**src/rtl/bit32_1to4_demux_if.sv**
```systemverilog
// Bus bundle for the 1:4 demultiplexer: input word handshake, channel selects,
// and the four per-channel output handshakes.
interface bit32_1to4_demux_if #(
  parameter int WIDTH = 32
);
  logic [WIDTH-1:0] in_data;
  logic             in_valid;
  logic             in_ready;
  logic             sel1;
  logic             sel2;
  logic             rr_mode;
  logic [WIDTH-1:0] out1;
  logic [WIDTH-1:0] out2;
  logic [WIDTH-1:0] out3;
  logic [WIDTH-1:0] out4;
  logic             valid1;
  logic             valid2;
  logic             valid3;
  logic             valid4;
  logic             ready1;
  logic             ready2;
  logic             ready3;
  logic             ready4;
  logic [7:0]       xfer_count;

  modport master (
    output in_data, in_valid, sel1, sel2, rr_mode,
    output ready1, ready2, ready3, ready4,
    input  in_ready, xfer_count,
    input  out1, out2, out3, out4,
    input  valid1, valid2, valid3, valid4
  );

  modport slave (
    input  in_data, in_valid, sel1, sel2, rr_mode,
    input  ready1, ready2, ready3, ready4,
    output in_ready, xfer_count,
    output out1, out2, out3, out4,
    output valid1, valid2, valid3, valid4
  );
endinterface

```
**src/rtl/bit32_1to4_demux.sv**
```systemverilog
// 1:4 demultiplexer with a one-word buffer per channel, routing by explicit
// select or by an internal round-robin pointer, plus an accepted-word counter.
module bit32_1to4_demux #(
  parameter int WIDTH = 32
) (
  input logic                     clk,
  input logic                     reset,
  bit32_1to4_demux_if.slave       bus
);

  logic [WIDTH-1:0] data_q [4];
  logic [3:0]       valid_q;
  logic [3:0]       ready_v;
  logic [3:0]       load;
  logic [1:0]       rr_ptr;
  logic [1:0]       target;
  logic [7:0]       xfer_count_q;
  logic             in_ready_c;
  logic             accept;

  assign ready_v = {bus.ready4, bus.ready3, bus.ready2, bus.ready1};

  // A target buffer can take a word if it is empty or being drained this cycle.
  always_comb begin
    target     = bus.rr_mode ? rr_ptr : {bus.sel2, bus.sel1};
    in_ready_c = !valid_q[target] || ready_v[target];
    accept     = bus.in_valid && in_ready_c;
    load       = 4'b0000;
    if (accept) begin
      load = 4'b0001 << target;
    end
  end

  always_ff @(posedge clk or posedge reset) begin
    if (reset) begin
      valid_q <= 4'b0000;
      for (int i = 0; i < 4; i++) begin
        data_q[i] <= '0;
      end
    end else begin
      for (int i = 0; i < 4; i++) begin
        valid_q[i] <= load[i] || (valid_q[i] && !ready_v[i]);
        if (load[i]) begin
          data_q[i] <= bus.in_data;
        end
      end
    end
  end

  // The pointer is kept across mode changes so round-robin resumes where it left off.
  always_ff @(posedge clk or posedge reset) begin
    if (reset) begin
      rr_ptr       <= 2'd0;
      xfer_count_q <= 8'd0;
    end else if (accept) begin
      xfer_count_q <= xfer_count_q + 8'd1;
      if (bus.rr_mode) begin
        rr_ptr <= rr_ptr + 2'd1;
      end
    end
  end

  assign bus.in_ready   = in_ready_c;
  assign bus.xfer_count = xfer_count_q;
  assign bus.out1       = data_q[0];
  assign bus.out2       = data_q[1];
  assign bus.out3       = data_q[2];
  assign bus.out4       = data_q[3];
  assign bus.valid1     = valid_q[0];
  assign bus.valid2     = valid_q[1];
  assign bus.valid3     = valid_q[2];
  assign bus.valid4     = valid_q[3];

endmodule

```
**src/flat_wrapper.sv**
```systemverilog
// flat-port wrapper written by rule: the top's interface ports become plain ports
module bit32_1to4_demux_flat 
#(
  parameter int WIDTH = 32
)
  (clk, reset, bus_in_data, bus_in_valid, bus_sel1, bus_sel2, bus_rr_mode, bus_ready1, bus_ready2, bus_ready3, bus_ready4, bus_in_ready, bus_xfer_count, bus_out1, bus_out2, bus_out3, bus_out4, bus_valid1, bus_valid2, bus_valid3, bus_valid4);
  bit32_1to4_demux_if #(.WIDTH(WIDTH)) bus_i ();
  input logic clk;
  input logic reset;
  input wire logic [$bits(bus_i.in_data)-1:0] bus_in_data;
  input wire logic [$bits(bus_i.in_valid)-1:0] bus_in_valid;
  input wire logic [$bits(bus_i.sel1)-1:0] bus_sel1;
  input wire logic [$bits(bus_i.sel2)-1:0] bus_sel2;
  input wire logic [$bits(bus_i.rr_mode)-1:0] bus_rr_mode;
  input wire logic [$bits(bus_i.ready1)-1:0] bus_ready1;
  input wire logic [$bits(bus_i.ready2)-1:0] bus_ready2;
  input wire logic [$bits(bus_i.ready3)-1:0] bus_ready3;
  input wire logic [$bits(bus_i.ready4)-1:0] bus_ready4;
  output wire logic [$bits(bus_i.in_ready)-1:0] bus_in_ready;
  output wire logic [$bits(bus_i.xfer_count)-1:0] bus_xfer_count;
  output wire logic [$bits(bus_i.out1)-1:0] bus_out1;
  output wire logic [$bits(bus_i.out2)-1:0] bus_out2;
  output wire logic [$bits(bus_i.out3)-1:0] bus_out3;
  output wire logic [$bits(bus_i.out4)-1:0] bus_out4;
  output wire logic [$bits(bus_i.valid1)-1:0] bus_valid1;
  output wire logic [$bits(bus_i.valid2)-1:0] bus_valid2;
  output wire logic [$bits(bus_i.valid3)-1:0] bus_valid3;
  output wire logic [$bits(bus_i.valid4)-1:0] bus_valid4;
  assign bus_i.in_data = bus_in_data;
  assign bus_i.in_valid = bus_in_valid;
  assign bus_i.sel1 = bus_sel1;
  assign bus_i.sel2 = bus_sel2;
  assign bus_i.rr_mode = bus_rr_mode;
  assign bus_i.ready1 = bus_ready1;
  assign bus_i.ready2 = bus_ready2;
  assign bus_i.ready3 = bus_ready3;
  assign bus_i.ready4 = bus_ready4;
  assign bus_in_ready = bus_i.in_ready;
  assign bus_xfer_count = bus_i.xfer_count;
  assign bus_out1 = bus_i.out1;
  assign bus_out2 = bus_i.out2;
  assign bus_out3 = bus_i.out3;
  assign bus_out4 = bus_i.out4;
  assign bus_valid1 = bus_i.valid1;
  assign bus_valid2 = bus_i.valid2;
  assign bus_valid3 = bus_i.valid3;
  assign bus_valid4 = bus_i.valid4;
  bit32_1to4_demux #(.WIDTH(WIDTH)) u_core (.clk(clk), .reset(reset), .bus(bus_i));
endmodule
```
**config.mk**
```make
export PLATFORM = sky130hd
export DESIGN_NAME = bit32_1to4_demux_flat
export DESIGN_NICKNAME = d
export VERILOG_FILES = /design/src/rtl/bit32_1to4_demux_if.sv /design/src/rtl/bit32_1to4_demux.sv /design/src/flat_wrapper.sv
export SDC_FILE = /design/constraint.sdc
export NUM_CORES = 1
export LEC_CHECK = 0
export BUFFER_PORTS_ARGS = -buffer_cell sky130_fd_sc_hd__buf_2
export CORE_MARGIN = 8
export CORE_UTILIZATION = 47
export CTS_BUF_LIST = sky130_fd_sc_hd__clkbuf_8
export CTS_CLUSTER_DIAMETER = 200
export DETAILED_ROUTE_END_ITERATION = 10
export HOLD_SLACK_MARGIN = 0.15
export MAX_ROUTING_LAYER = met4
export PLACE_DENSITY = 0.84
export SLEW_MARGIN = 40
export SYNTH_ARGS = -nofsm -noshare
export SYNTH_HDL_FRONTEND = slang
export SYNTH_SLANG_ARGS = --single-unit
```
**constraint.sdc**
```tcl
create_clock -name clk -period 4.2 [get_ports clk]
set_input_delay 0.42 -clock clk [delete_from_list [all_inputs] [get_ports clk]]
set_output_delay 0.42 -clock clk [all_outputs]
set_load 0.03 [all_outputs]
```
==> flow_summary.ini <==
[die]
rows = 39
fp.dieH_um = 124.5
start_util_pct = 48.21
core_area_mm2 = 0.01147
fp.dieW_um = 124.5
ios = 183
die-area_mm2 = 0.01549

[critical_path]
cp-end-kind = flip-flop
r2r_end = u_core.bus.out1[1]
critPathKind = reg2reg
startpoint = u_core.rr_ptr[0]
r2r_start = u_core.rr_ptr[0]
required_ns = 4.51
endpoint = u_core.bus.out1[1]
critPathLaunchType = flip-flop
path_max_fanout = 18
cp.arrival_ns = 2.64
r2r_cells = 5
r2r_slack_ns = 1.87

[cells_and_area]
syn_to_final_growth_pct = 26.44
diodes = 0
fillers = 873
fin_nets = 570
drive_above_1_share_pct = 65.24
seq_area_mm2 = 0.003553
fin_cells = 681
multi_input_area_mm2 = 0.001899

[cts]
cts_tree = done
cts-root-buf = clkbuf_8
clock_latency_ns = 0.42
clock_path_buffers = 2
cts_resized = 0
htree_levels = 4
cts_sinks = 142
numCtsBuffers = 17
clk_pin_slew_ns = 0.07

[sta]
worstMarginPinSlew_ns = 0.5798
finalCritPeriodShare_pct = 55.59
slew_headroom_pct = 61.35
drv_slew = 0
fmax_ghz = 0.4283
setup_viol = 0
skew_ns = 0.008661
min_period_ns = 2.335
rsz0062_at_grt = false
hold_viol_final = 0
fin_tns_setup_ns = 0

[route]
route.detailed.drc = 0
routed_wl_um = 12950
ant_nets = 0
post_drt_wl_per_cell_um = 19.02
num_vias = 3458
viasPerCell = 5.078
dr.pass1.iters = 4
drt-initial-drc-count = 145

[place]
globalplace.congestion = 0.7773
placedCellCount = 648
port_buffers = 182
dp_hpwl_um = 9672

[yosys]
avgSynthCellArea_um2 = 16.75
synth_edf_count = 0
yosysTopAreaCellShare_pct = 64.28
ys.flop_type = dfrtp_1
synth_cell_type_count = 24
syn_inst = 330
synth.most_common_cell = dfrtp_1
ys_warn_count = 0
synth_commonest_cells = 142 x dfrtp_1, 98 x mux2_2, 29 x mux2_4
seq_area_frac_synth_pct = 64.28
netlist_area_mm2 = 0.005528
yosys.area.top_type = dfrtp_1
ys_seq_elements = 142
async_reset_ff_share_pct = 100.0
mappedNetlistNets = 373
synth_area_leaders = dfrtp_1 64%, mux2_2 20%, mux2_4 7.9%, xnor2_1 1.1%, buf_2 0.91%

[global_route]
grt_pass1_vias = 4025
grt.total_usage_pct = 17.55
grt_max_degree = 82
grt_pass1_wl_um = 21360
antenna_found_initial = 0
globalRouteOverflowTotal = 0

[status]
status = finished, final reports clean

[worst_hold_path]
hold_path.class = in2reg

[power]
p_per_area_mw_per_mm2 = 946.5
leakage_nw = 3.506
vdd_ir_drop_max_mv = 0.7105
total_power_w = 0.006615

[run]
cap_viol_max_count = 0
-- layout by cell type (no fill, tap or decap), drive strengths merged --
master and instances:
mux2i 4, nand4 3, ha 1, nor2 1
nand3b 1, buf 190, clkinv 6, and3 1
clkbuf 22, and4 1, xor2 2, dfrtp 142
nand2b 6, nor2b 1, o22ai 2, nand2 9
dlygate4sd3 1, or3b 1, inv 1, mux2 130
xnor2 7, nand3 4, clkinvlp 2
-- timing repair --
action | 4_1_cts | 5_1_grt
endpoints found under the setup margin | 0 | 0
hold buffers | 1 | 0
setup buffers | 0 | 0
endpoints found under the hold margin | 81 | 0
-- cell type report --
class | instances | area share (%)
multi-input cells | 174 | 27.18
repair buffers | 191 | 14.39
inverters | 1 | 0.1074
well taps | 143 | 2.560
flip-flops and latches | 142 | 50.84
clock inverters | 8 | 0.5908
clock buffers | 22 | 4.332
-- how the worst min path moves through the flow --
stage,depth (start not counted),slack [ns],to,start
after detailed placement,1,0.48,u_core.bus.xfer_count[6],u_core.bus.xfer_count[6]
final,2,0.26,u_core.bus.out1[29],bus_in_data[29]
after global placement,1,0.46,u_core.rr_ptr[1],u_core.rr_ptr[1]
after floorplan,1,0.44,u_core.rr_ptr[1],u_core.rr_ptr[1]
after global routing,2,0.23,u_core.bus.out1[16],bus_in_data[16]
after CTS,2,0.23,u_core.bus.out1[16],bus_in_data[16]
-- state kept, by name, indices dropped and copies added, names as in the netlist --
name,cells
u_core.bus.out1,32
u_core.bus.out2,32
u_core.bus.out3,32
u_core.bus.out4,32
u_core.bus.xfer_count,8
u_core.rr_ptr,2
u_core.valid_q,4
-- kinds of logic (layout without fill, tap and decap cells) --
logic type	Yosys count	in the layout	share of synthesized area, %
adders and majority gates	1	1	0.2263
xor gates and xnor gates	9	9	1.426
muxes	134	134	29.40
DFF	142	142	64.28
and+or+nand+nor	28	28	2.739
AOI/OAI and AO/OA	2	2	0.3396
buffers and inverters	14	222	1.584
-- metal layers --
| layer | GRT usage (%) | wire, µm | vias to the layer above |
|---|---|---|---|
| met5 | - | 0 | - |
| met4 | 5.103 | 135 | 0 |
| met3 | 7.191 | 1002 | 14 |
| met2 | 26.83 | 6125 | 137 |
| met1 | 20.92 | 5689 | 1752 |
| li1 | - | - | 1555 |
-- where the power goes --
group / total, W / switching, W / internal, W
registers: 0.00245 / 0.000397 / 0.00205
clock network: 0.000949 / 0.000477 / 0.000472
logic: 0.00322 / 0.00206 / 0.00116
total: 0.00662 / 0.00294 / 0.00368
-- worst max-delay path, stage by stage (launching register included) --
cell and delay (ns):
dfrtp_1 0.42, mux2i_4 0.23, nand2_1 0.12, or3b_2 0.75, buf_4 0.36, mux2_4 0.33
-- metrics by stage --
step           instance area, µm²  setup slack (ns)  utilization, %  hold WS [ns]
6_report                     6989             1.865           60.95        0.2639
5_1_grt                      6989             1.748           60.95        0.2328
4_1_cts                      6962             1.785           60.71        0.2292
3_5_place_dp                 6608             1.509           57.62        0.4797
3_3_place_gp                 6593             1.502           57.49        0.4602
2_1_floorplan                5532             2.003               -        0.4362
Note: power is estimated with default switching activity, not from simulation.
